File: src/rtl/dsp_simd_mac_lanes.sv
// SIMD multiply-accumulate array: LANES independent signed/unsigned MAC lanes behind one valid/ready stream.
// Define DSP_SIMD_MAC_SATURATE_EN to clamp out-of-range accumulations instead of wrapping them.
module dsp_simd_mac_lanes #(
  parameter int LANES           = 2,
  parameter int A_WIDTH         = 8,
  parameter int B_WIDTH         = 8,
  parameter int ACC_WIDTH       = 20,
  parameter int SHIFT_RIGHT     = 0,
  parameter int REGISTER_INPUTS = 1
) (
  input  logic                         clock_i,
  input  logic                         reset_n_i,
  input  logic                         valid_i,
  output logic                         ready_o,
  input  logic [LANES*A_WIDTH-1:0]     a_i,
  input  logic [LANES*B_WIDTH-1:0]     b_i,
  input  logic                         unsigned_a_i,
  input  logic                         unsigned_b_i,
  input  logic                         load_acc_i,
  input  logic                         subtract_i,
  input  logic                         clear_i,
  output logic [LANES*ACC_WIDTH-1:0]   z_o,
  output logic                         valid_o,
  input  logic                         ready_i,
  output logic [LANES-1:0]             overflow_o
);

  localparam int PW = A_WIDTH + B_WIDTH + 2;
  localparam int RW = ACC_WIDTH + 2;

  if (ACC_WIDTH < A_WIDTH + B_WIDTH + 1) begin : g_width_check
    $error("dsp_simd_mac_lanes: ACC_WIDTH must be >= A_WIDTH+B_WIDTH+1");
  end

  // The whole pipeline freezes while a finished result is waiting for downstream.
  logic en;
  assign en      = ~(valid_o & ~ready_i);
  assign ready_o = en;

  logic                       s_valid;
  logic [LANES*A_WIDTH-1:0]   s_a;
  logic [LANES*B_WIDTH-1:0]   s_b;
  logic                       s_ua;
  logic                       s_ub;
  logic                       s_load;
  logic                       s_sub;

  if (REGISTER_INPUTS != 0) begin : g_inreg
    logic                     in_valid;
    logic [LANES*A_WIDTH-1:0] in_a;
    logic [LANES*B_WIDTH-1:0] in_b;
    logic                     in_ua;
    logic                     in_ub;
    logic                     in_load;
    logic                     in_sub;

    always_ff @(posedge clock_i or negedge reset_n_i) begin
      if (!reset_n_i) begin
        in_valid <= 1'b0;
        in_a     <= '0;
        in_b     <= '0;
        in_ua    <= 1'b0;
        in_ub    <= 1'b0;
        in_load  <= 1'b0;
        in_sub   <= 1'b0;
      end else if (en) begin
        in_valid <= valid_i;
        in_a     <= a_i;
        in_b     <= b_i;
        in_ua    <= unsigned_a_i;
        in_ub    <= unsigned_b_i;
        in_load  <= load_acc_i;
        in_sub   <= subtract_i;
      end
    end

    assign s_valid = in_valid;
    assign s_a     = in_a;
    assign s_b     = in_b;
    assign s_ua    = in_ua;
    assign s_ub    = in_ub;
    assign s_load  = in_load;
    assign s_sub   = in_sub;
  end else begin : g_noinreg
    assign s_valid = valid_i;
    assign s_a     = a_i;
    assign s_b     = b_i;
    assign s_ua    = unsigned_a_i;
    assign s_ub    = unsigned_b_i;
    assign s_load  = load_acc_i;
    assign s_sub   = subtract_i;
  end

  logic mul_valid;
  logic mul_load;
  logic mul_sub;

  always_ff @(posedge clock_i or negedge reset_n_i) begin
    if (!reset_n_i) begin
      mul_valid <= 1'b0;
      mul_load  <= 1'b0;
      mul_sub   <= 1'b0;
      valid_o   <= 1'b0;
    end else if (en) begin
      mul_valid <= s_valid;
      mul_load  <= s_load;
      mul_sub   <= s_sub;
      valid_o   <= mul_valid;
    end
  end

  for (genvar k = 0; k < LANES; k++) begin : g_lane
    logic signed [A_WIDTH:0]      ax;
    logic signed [B_WIDTH:0]      bx;
    logic signed [PW-1:0]         prod;
    logic signed [ACC_WIDTH-1:0]  acc;
    logic                         ovf;
    logic signed [RW-1:0]         base;
    logic signed [RW-1:0]         result;
    logic                         ovf_now;
    logic [ACC_WIDTH-1:0]         acc_next;

    // One extra bit lets signed and unsigned operands share a single signed multiplier.
    assign ax = $signed({~s_ua & s_a[k*A_WIDTH+A_WIDTH-1], s_a[k*A_WIDTH +: A_WIDTH]});
    assign bx = $signed({~s_ub & s_b[k*B_WIDTH+B_WIDTH-1], s_b[k*B_WIDTH +: B_WIDTH]});

    always_ff @(posedge clock_i or negedge reset_n_i) begin
      if (!reset_n_i) begin
        prod <= '0;
      end else if (en) begin
        prod <= PW'(ax) * PW'(bx);
      end
    end

    always_comb begin
      base     = (mul_load && !clear_i) ? RW'(acc) : '0;
      result   = mul_sub ? (base - RW'(prod)) : (base + RW'(prod));
      ovf_now  = (result[RW-1:ACC_WIDTH-1] != '0) && (result[RW-1:ACC_WIDTH-1] != '1);
`ifdef DSP_SIMD_MAC_SATURATE_EN
      if (ovf_now) begin
        acc_next = result[RW-1] ? {1'b1, {(ACC_WIDTH-1){1'b0}}} : {1'b0, {(ACC_WIDTH-1){1'b1}}};
      end else begin
        acc_next = result[ACC_WIDTH-1:0];
      end
`else
      acc_next = result[ACC_WIDTH-1:0];
`endif
    end

    // Bubbles leave the accumulator alone unless a clear arrives with them.
    always_ff @(posedge clock_i or negedge reset_n_i) begin
      if (!reset_n_i) begin
        acc <= '0;
        ovf <= 1'b0;
      end else if (en) begin
        if (mul_valid) begin
          acc <= acc_next;
          ovf <= (ovf & ~clear_i) | ovf_now;
        end else if (clear_i) begin
          acc <= '0;
          ovf <= 1'b0;
        end
      end
    end

    assign z_o[k*ACC_WIDTH +: ACC_WIDTH] = acc >>> SHIFT_RIGHT;
    assign overflow_o[k]                 = ovf;
  end

endmodule
File: config.mk
export PLATFORM = sky130hd
export DESIGN_NAME = dsp_simd_mac_lanes
export DESIGN_NICKNAME = d
export VERILOG_FILES = /design/src/rtl/dsp_simd_mac_lanes.sv
export SDC_FILE = /design/constraint.sdc
export NUM_CORES = 1
export LEC_CHECK = 0
export CAP_MARGIN = 20
export CORE_MARGIN = 3
export CORE_UTILIZATION = 40
export CTS_CLUSTER_SIZE = 20
export DETAILED_ROUTE_END_ITERATION = 16
export SKIP_CTS_REPAIR_TIMING = 1
export SLEW_MARGIN = 20
export SYNTH_ARGS = -nofsm -noshare
export SYNTH_HDL_FRONTEND = slang
export SYNTH_SLANG_ARGS = --single-unit
File: constraint.sdc
create_clock -name clock_i -period 15.9 [get_ports clock_i]
set_input_delay 3.975 -clock clock_i [delete_from_list [all_inputs] [get_ports clock_i]]
set_output_delay 3.975 -clock clock_i [all_outputs]
set_load 0.03 [all_outputs]
## Yosys cells after proc, flatten, opt, wreduce, memory -nomap -nowiden

Cells that the tools add are included.

- Add/subtract/negate cells: 4
- Multipliers: 2
- Eq/ne operators: 2
- Multiplexer cells: 10
- Bitwise gates (word level): 14
- Reductions and logical operators: 8

Operators with widths:

| cell | number |
|---|---|
| 22-bit two-way mux | 4 |
| 20-bit two-way mux | 3 |
| 22-bit by 18-bit adder with 22-bit output | 2 |
| 22-bit by 18-bit subtractor with 22-bit output | 2 |
| 9-bit by 9-bit multiplier with 18-bit output | 2 |
| 1-bit AND | 7 |
| 3-bit != test (second input constant) | 2 |
| 3-bit nonzero test | 2 |
| 1-bit inverter | 5 |
| 1-bit logical AND | 3 |
| 1-bit two-way mux | 3 |
| 1-bit OR | 2 |
| 2-bit AND reduction | 1 |
| 2-bit nonzero test | 1 |
| 1-bit zero test | 1 |

- Flip-flop bits (word level): 119
- Input bits: 41
- Output and inout bits: 44
- Word-level logic and storage cells: 57

## Depth between registers and ports, before layout

Gate-level depths: netlist (run 1).

- Word-level depth: 9
- Gate-level depth with buffers: 23
- Mapped depth without buffers: 22

## Least setup slack after synthesis (run 1)

OpenSTA, ideal clock, no wires.

- Path kind: input-to-output
- Start point: input port ready_i
- End point: output port ready_o
- Data arrival time: 4.908 ns
- Data required time: 11.925 ns
- Setup slack: 7.017 ns
- Stages: 5
- Buffers on the path: 3
- Path through: nor2b_1 clkbuf_1 clkinv_1 buf_6 clkbuf_1

- Word-level cells in the longest chain between the ends: 3

RTL lines:

| what | RTL line | RTL |
|---|---|---|
| from (decl) | 24 | `input logic ready_i,` |
| 1-bit inverter | 37 | `assign en = ~(valid_o & ~ready_i);` |
| 1-bit AND | 37 |  |
| 1-bit inverter (no line) | -- |  |
| to (decl) | 14 | `output logic ready_o,` |

No other way between the ends.

## Worst setup path after layout (run 1)

Same ends and word-level chain as after synthesis.

==> results of run 1 <==
[per-stage QoR]
step	util	worst slack [ns]	instances	hold slack, ns
final	0.4654	5.957	2073	0.4799
after global routing	0.4654	5.771	2073	0.4990
after CTS	0.4654	5.903	2073	0.4736
after detailed placement	0.4461	5.904	2041	0.4643
after global placement	0.4461	5.958	2041	0.4558
after floorplan	-	7.017	1583	0.4386
[sequential cells by signal, summed over array words and instances, names as in the netlist, 2 cells and up]
signal and count:
g_inreg.in_b 16, g_lane.prod 36, g_lane.ovf 2, g_inreg.in_a 16
g_lane.acc 40
[routing by layer]
| layer | routed length, um | share of wire |
|---|---|---|
| met4 | 215 | 0.0070 |
| met3 | 1101 | 0.036 |
| met5 | 0 | 0 |
| met1 | 15750 | 0.51 |
| met2 | 13520 | 0.44 |
[cells by family after synthesis]
family,synth area share
and+or+nand+nor,0.2050
buffers and inverters,0.07645
adders and majority gates,0.3211
AOI/OAI and AO/OA,0.1126
DFF,0.2198
xor gates and xnor gates,0.06270
muxes,0.002401
[final timing paths]
path                                   from                 end  slack (ns)  depth (start not counted)
max                                 ready_i             ready_o        5.96                          5
min                        g_inreg.in_valid    g_inreg.in_valid        0.48                          2
max reg2reg                g_inreg.in_a[15]  g_lane[1].prod[17]        9.97                         19
min reg2reg                g_inreg.in_valid    g_inreg.in_valid        0.48                          2
max in group asynchronous         reset_n_i    g_inreg.in_a[13]       10.99                          2
min in group asynchronous         reset_n_i   g_lane[1].acc[11]        3.64                          1
[Yosys cell counts, types with 5 or more instances]
cell type / number
nand2_1: 297
inv_1: 192
fa_1: 143
dfrtp_1: 119
ha_1: 119
and2_1: 97
nor2_1: 82
a21oi_1: 78
xnor2_1: 72
clkbuf_1: 69
o21ai_0: 60
xor2_1: 25
nor3_1: 19
nand3_1: 15
nor2b_1: 15
a21o_1: 14
and3_1: 12
nand2b_1: 12
o21a_1: 11
o21bai_1: 9
o31ai_1: 9
nor4_1: 8
or2_2: 8
a31oi_1: 7
or3_1: 7
a22o_1: 6
a32o_1: 6
o211ai_1: 6
or4_1: 5
[critical path: cells and delay by family]
kind / cells / cell delay (ns)
buffers and inverters: 4 / 1.86
AND/OR/NAND/NOR: 1 / 0.11
[layout make-up]
| class | count | area, um^2 | area share |
|---|---|---|---|
| clock inverters | 13 | 193.9 | 0.01265 |
| repair buffers | 91 | 890.9 | 0.05809 |
| inverters | 193 | 725.7 | 0.04732 |
| multi-input cells | 1196 | 9550 | 0.6228 |
| well taps | 442 | 553.0 | 0.03606 |
| clock buffers | 19 | 442.9 | 0.02888 |
| flip-flops and latches | 119 | 2978 | 0.1942 |
==> run metrics, run 1 <==
run status finished clean; Root Driver clkbuf_16; Tcrit/Tclk final 0.6253; register area share after synthesis 0.2198; most frequent cells in the layout 297 x nand2_1, 192 x inv_1, 143 x fa_1; Synth Flop Type dfrtp_1; H-tree levels 4; Syn Inst Count 1583; GR Util met1 0.2633; Slew Viols, Final 0; ys async rst share 1.000; Fin Setup TNS 0 ns; initial antenna violation count 0; count of final setup violators 0; num rows 66; die height 190.1 um; critical path capture point type output port; IO Count 85; Die X-Extent 190.1 um; startpoint type of the worst setup path input port; Worst EP arrival 5.97 ns; Hold WC Path Type reg -> reg; met3 Use GR 0.02782; DR WL/cell 14.75 um; DRT Wirelength 30590 um; largest net degree at the start of global routing 94; MaxCap Viol Count 0; Layout Nets 1921; Post-synth EDFFs 0; GR Overflow Total 0; DRT antenna net count 0; # DRC 0; DP Area 0.01470 mm^2; Setup Skew 0.01439 ns; CP Cell Sequence clkdlybuf4s50_1, nor2b_4, buf_4, clkinv_2, clkdlybuf4s50_1; cell taking the most area after synthesis dfrtp_1; RSZ-0062 raised after global routing false; drt first-iter violations 468; via/cell ratio 5.026; Post-DP HPWL 24010 um; top cells by area in the synthesized netlist dfrtp_1 22%, fa_1 21%, ha_1 11%; Max Fclk 100.6 MHz; WP data required 11.93 ns; fillers 3208; All-Layer GR Usage 0.1787; Yosys Warn Count 0; antenna cells 0; Initial Utilization 0.4113; post-synthesis cell area 0.01355 mm^2; crit path time final 9.943 ns; most numerous cell on the critical path clkdlybuf4s50_1; commonest non-fill, non-tap cell in the layout nand2_1; wire length of the first global-routing pass 53010 um; crit-path max cell delay 0.65 ns; TritonCTS clock tree yes; Mean Syn Cell Area 8.560 um^2; DR vias 10420; CP Class in -> out; Initial DRT Pass Iterations 5; final hold violation count 0; cell area after layout 0.01533 mm^2; slowest stage cell, crit path clkdlybuf4s50_1; Synth Register Bits 119; total die area 0.03612 mm^2; Yosys cell types 67; Skew-Pair Late Insertion Delay 0.43 ns; Num CTS Buffers 17; GR Util met2 0.2823; share of cells above drive strength 1 0.03801; GP Congestion 0.8526; Least-Margin Pin Slew 0.9133 ns; register clock-pin slew on the reported worst setup and hold paths 0.06 ns; Post-Syn Nets 1886; top cell type's share of synthesized area 0.2198; critical path peak fanout 61; Clock Tree Buf Depth 2; GRT Max-Usage Layer met2; area grow syn2layout 13.17%; clock sink count 119; Core Box Area 0.03295 mm^2; relative slew slack 0.3911; # port buffers 84; vias in the first global route 10640
Power of run 1 is left out: the tool's default activity adds up to more than one toggle a clock period on the data nets, which glitch-free logic cannot reach.
==> inputs of run 2 (changes only) <==
==> constraint.sdc (replaced) <==
create_clock -name clock_i -period 9.7 [get_ports clock_i]
set_input_delay 2.425 -clock clock_i [delete_from_list [all_inputs] [get_ports clock_i]]
set_output_delay 2.425 -clock clock_i [all_outputs]
set_load 0.03 [all_outputs]
==> run metrics, run 2 (same netlist as run 1, synthesis figures left out) <==
run status finished clean; Clock Tree Buf Depth 2; Fin Setup TNS 0 ns; Largest Register g_lane.acc; slowest stage cell, crit path clkdlybuf4s50_1; TritonCTS clock tree yes; drt first-iter violations 542; Top Registers g_lane.acc: 40 flops, g_lane.prod: 36 flops; R2R setup slack 3.81 ns; register clock-pin slew on the reported worst setup and hold paths 0.06 ns; via/cell ratio 4.979; worst r2r dst g_lane[1].prod[17]; # port buffers 84; Tcrit/Tclk final 0.6522; Post-DP HPWL 23830 um; die height 190.1 um; Worst EP arrival 3.90 ns; cell area after layout 0.01533 mm^2; fillers 3210; antenna cells 0; IO Count 85; # DRC 0; CP Class in -> out; most frequent cells in the layout 297 x nand2_1, 192 x inv_1, 143 x fa_1; Core Box Area 0.03295 mm^2; final hold violation count 0; area grow syn2layout 13.16%; commonest non-fill, non-tap cell in the layout nand2_1; critical path peak fanout 7; DR vias 10320; Layout Nets 1921; MaxCap Viol Count 0; Die X-Extent 190.1 um; Setup Skew 0.01385 ns; GP Congestion 0.8372; RSZ-0062 raised after global routing false; Least-Margin Pin Slew 0.8712 ns; Slew Viols, Final 0; H-tree levels 4; total die area 0.03612 mm^2; wire length of the first global-routing pass 52260 um; count of final setup violators 0; Initial DRT Pass Iterations 4; largest net degree at the start of global routing 93; Hold WC Path Type reg -> reg; initial antenna violation count 0; FF-to-FF path depth 19; DP Area 0.01470 mm^2; FF-to-FF Start g_inreg.in_a[15]; All-Layer GR Usage 0.1761; vias in the first global route 10390; fin worst setup slack 3.374 ns; DRT antenna net count 0; share of cells above drive strength 1 0.03863; startpoint type of the worst setup path input port; pre-CTS setup slack 3.367 ns; CP Buf/Inv Count 3; Levels on crit path 4; crit path time final 6.326 ns; multi-input logic area 0.009550 mm^2; Num CTS Buffers 17; storage element area 0.002978 mm^2; crit-path max cell delay 0.64 ns; Max Fclk 158.1 MHz; GR Overflow Total 0; clock sink count 119; CP startpoint ready_i; Skew-Pair Late Insertion Delay 0.43 ns; relative slew slack 0.4192; critical path capture point type output port; Root Driver clkbuf_16; num rows 66; Initial Utilization 0.4113; most numerous cell on the critical path clkdlybuf4s50_1; CP Cell Sequence clkdlybuf4s50_1, nor2b_4, clkinv_2, clkdlybuf4s50_1; DRT Wirelength 30310 um; Setup crit end ready_o; Top delay family on crit path buffers and inverters; DR WL/cell 14.62 um; max FFs per register 40; WP data required 7.28 ns
run 2: cell types whose count changed in the layout (fill, tap and decap cells not counted), sizes merged:
cell / delta
clkbuf: -1
clkinvlp: +1
run 2: per-stage QoR:
stage / instances / utilization / hold WS, ns
after detailed placement: 2041 / 0.4461 / 0.4646
after global routing: 2073 / 0.4654 / 0.5015
after floorplan: 1583 / - / 0.4386
after global placement: 2041 / 0.4461 / 0.4527
final: 2073 / 0.4654 / 0.4760
after CTS: 2073 / 0.4654 / 0.4785
run 2: layout make-up:
| class | count | share of cell area |
|---|---|---|
| multi-input combinational | 1196 | 0.6228 |
| clock inverter | 14 | 0.01281 |
| clock buffer | 18 | 0.02864 |
| inverter | 193 | 0.04733 |
| sequential | 119 | 0.1942 |
| timing repair buffer | 91 | 0.05810 |
| tap | 442 | 0.03607 |
run 2: worst register-to-register path, cell delays in order (launching register included):
cell      delay (ns)
dfrtp_1         0.52
nor2b_1         0.49
nand2_1         0.23
fa_1            0.52
inv_1           0.05
fa_1            0.50
fa_1            0.50
fa_1            0.48
inv_1           0.05
fa_1            0.50
inv_1           0.04
ha_1            0.27
o21ai_0         0.10
a21boi_0        0.28
o21a_1          0.17
o21ai_0         0.10
a21oi_1         0.22
nor3_1          0.09
or4_1           0.52
a31oi_1         0.16
run 2: worst min path at each step:
stage / end / from / cells past startpoint
final: g_inreg.in_valid / g_inreg.in_valid / 2
after global routing: g_lane[1].ovf / g_lane[1].ovf / 1
after CTS: mul_valid / g_inreg.in_valid / 2
after detailed placement: mul_valid / g_inreg.in_valid / 2
after global placement: g_inreg.in_valid / g_inreg.in_valid / 2
after floorplan: g_inreg.in_load / g_inreg.in_load / 2
run 2: per-layer routing:
metal / up-vias / part of all wire / GRT usage
met4: 0 / 0.0072 / 0.03554
li1: 5161 / - / -
met1: 4975 / 0.51 / 0.2589
met3: 13 / 0.037 / 0.02764
met2: 173 / 0.44 / 0.2764
met5: - / 0 / 0
Power of run 2 is left out for the same reason.
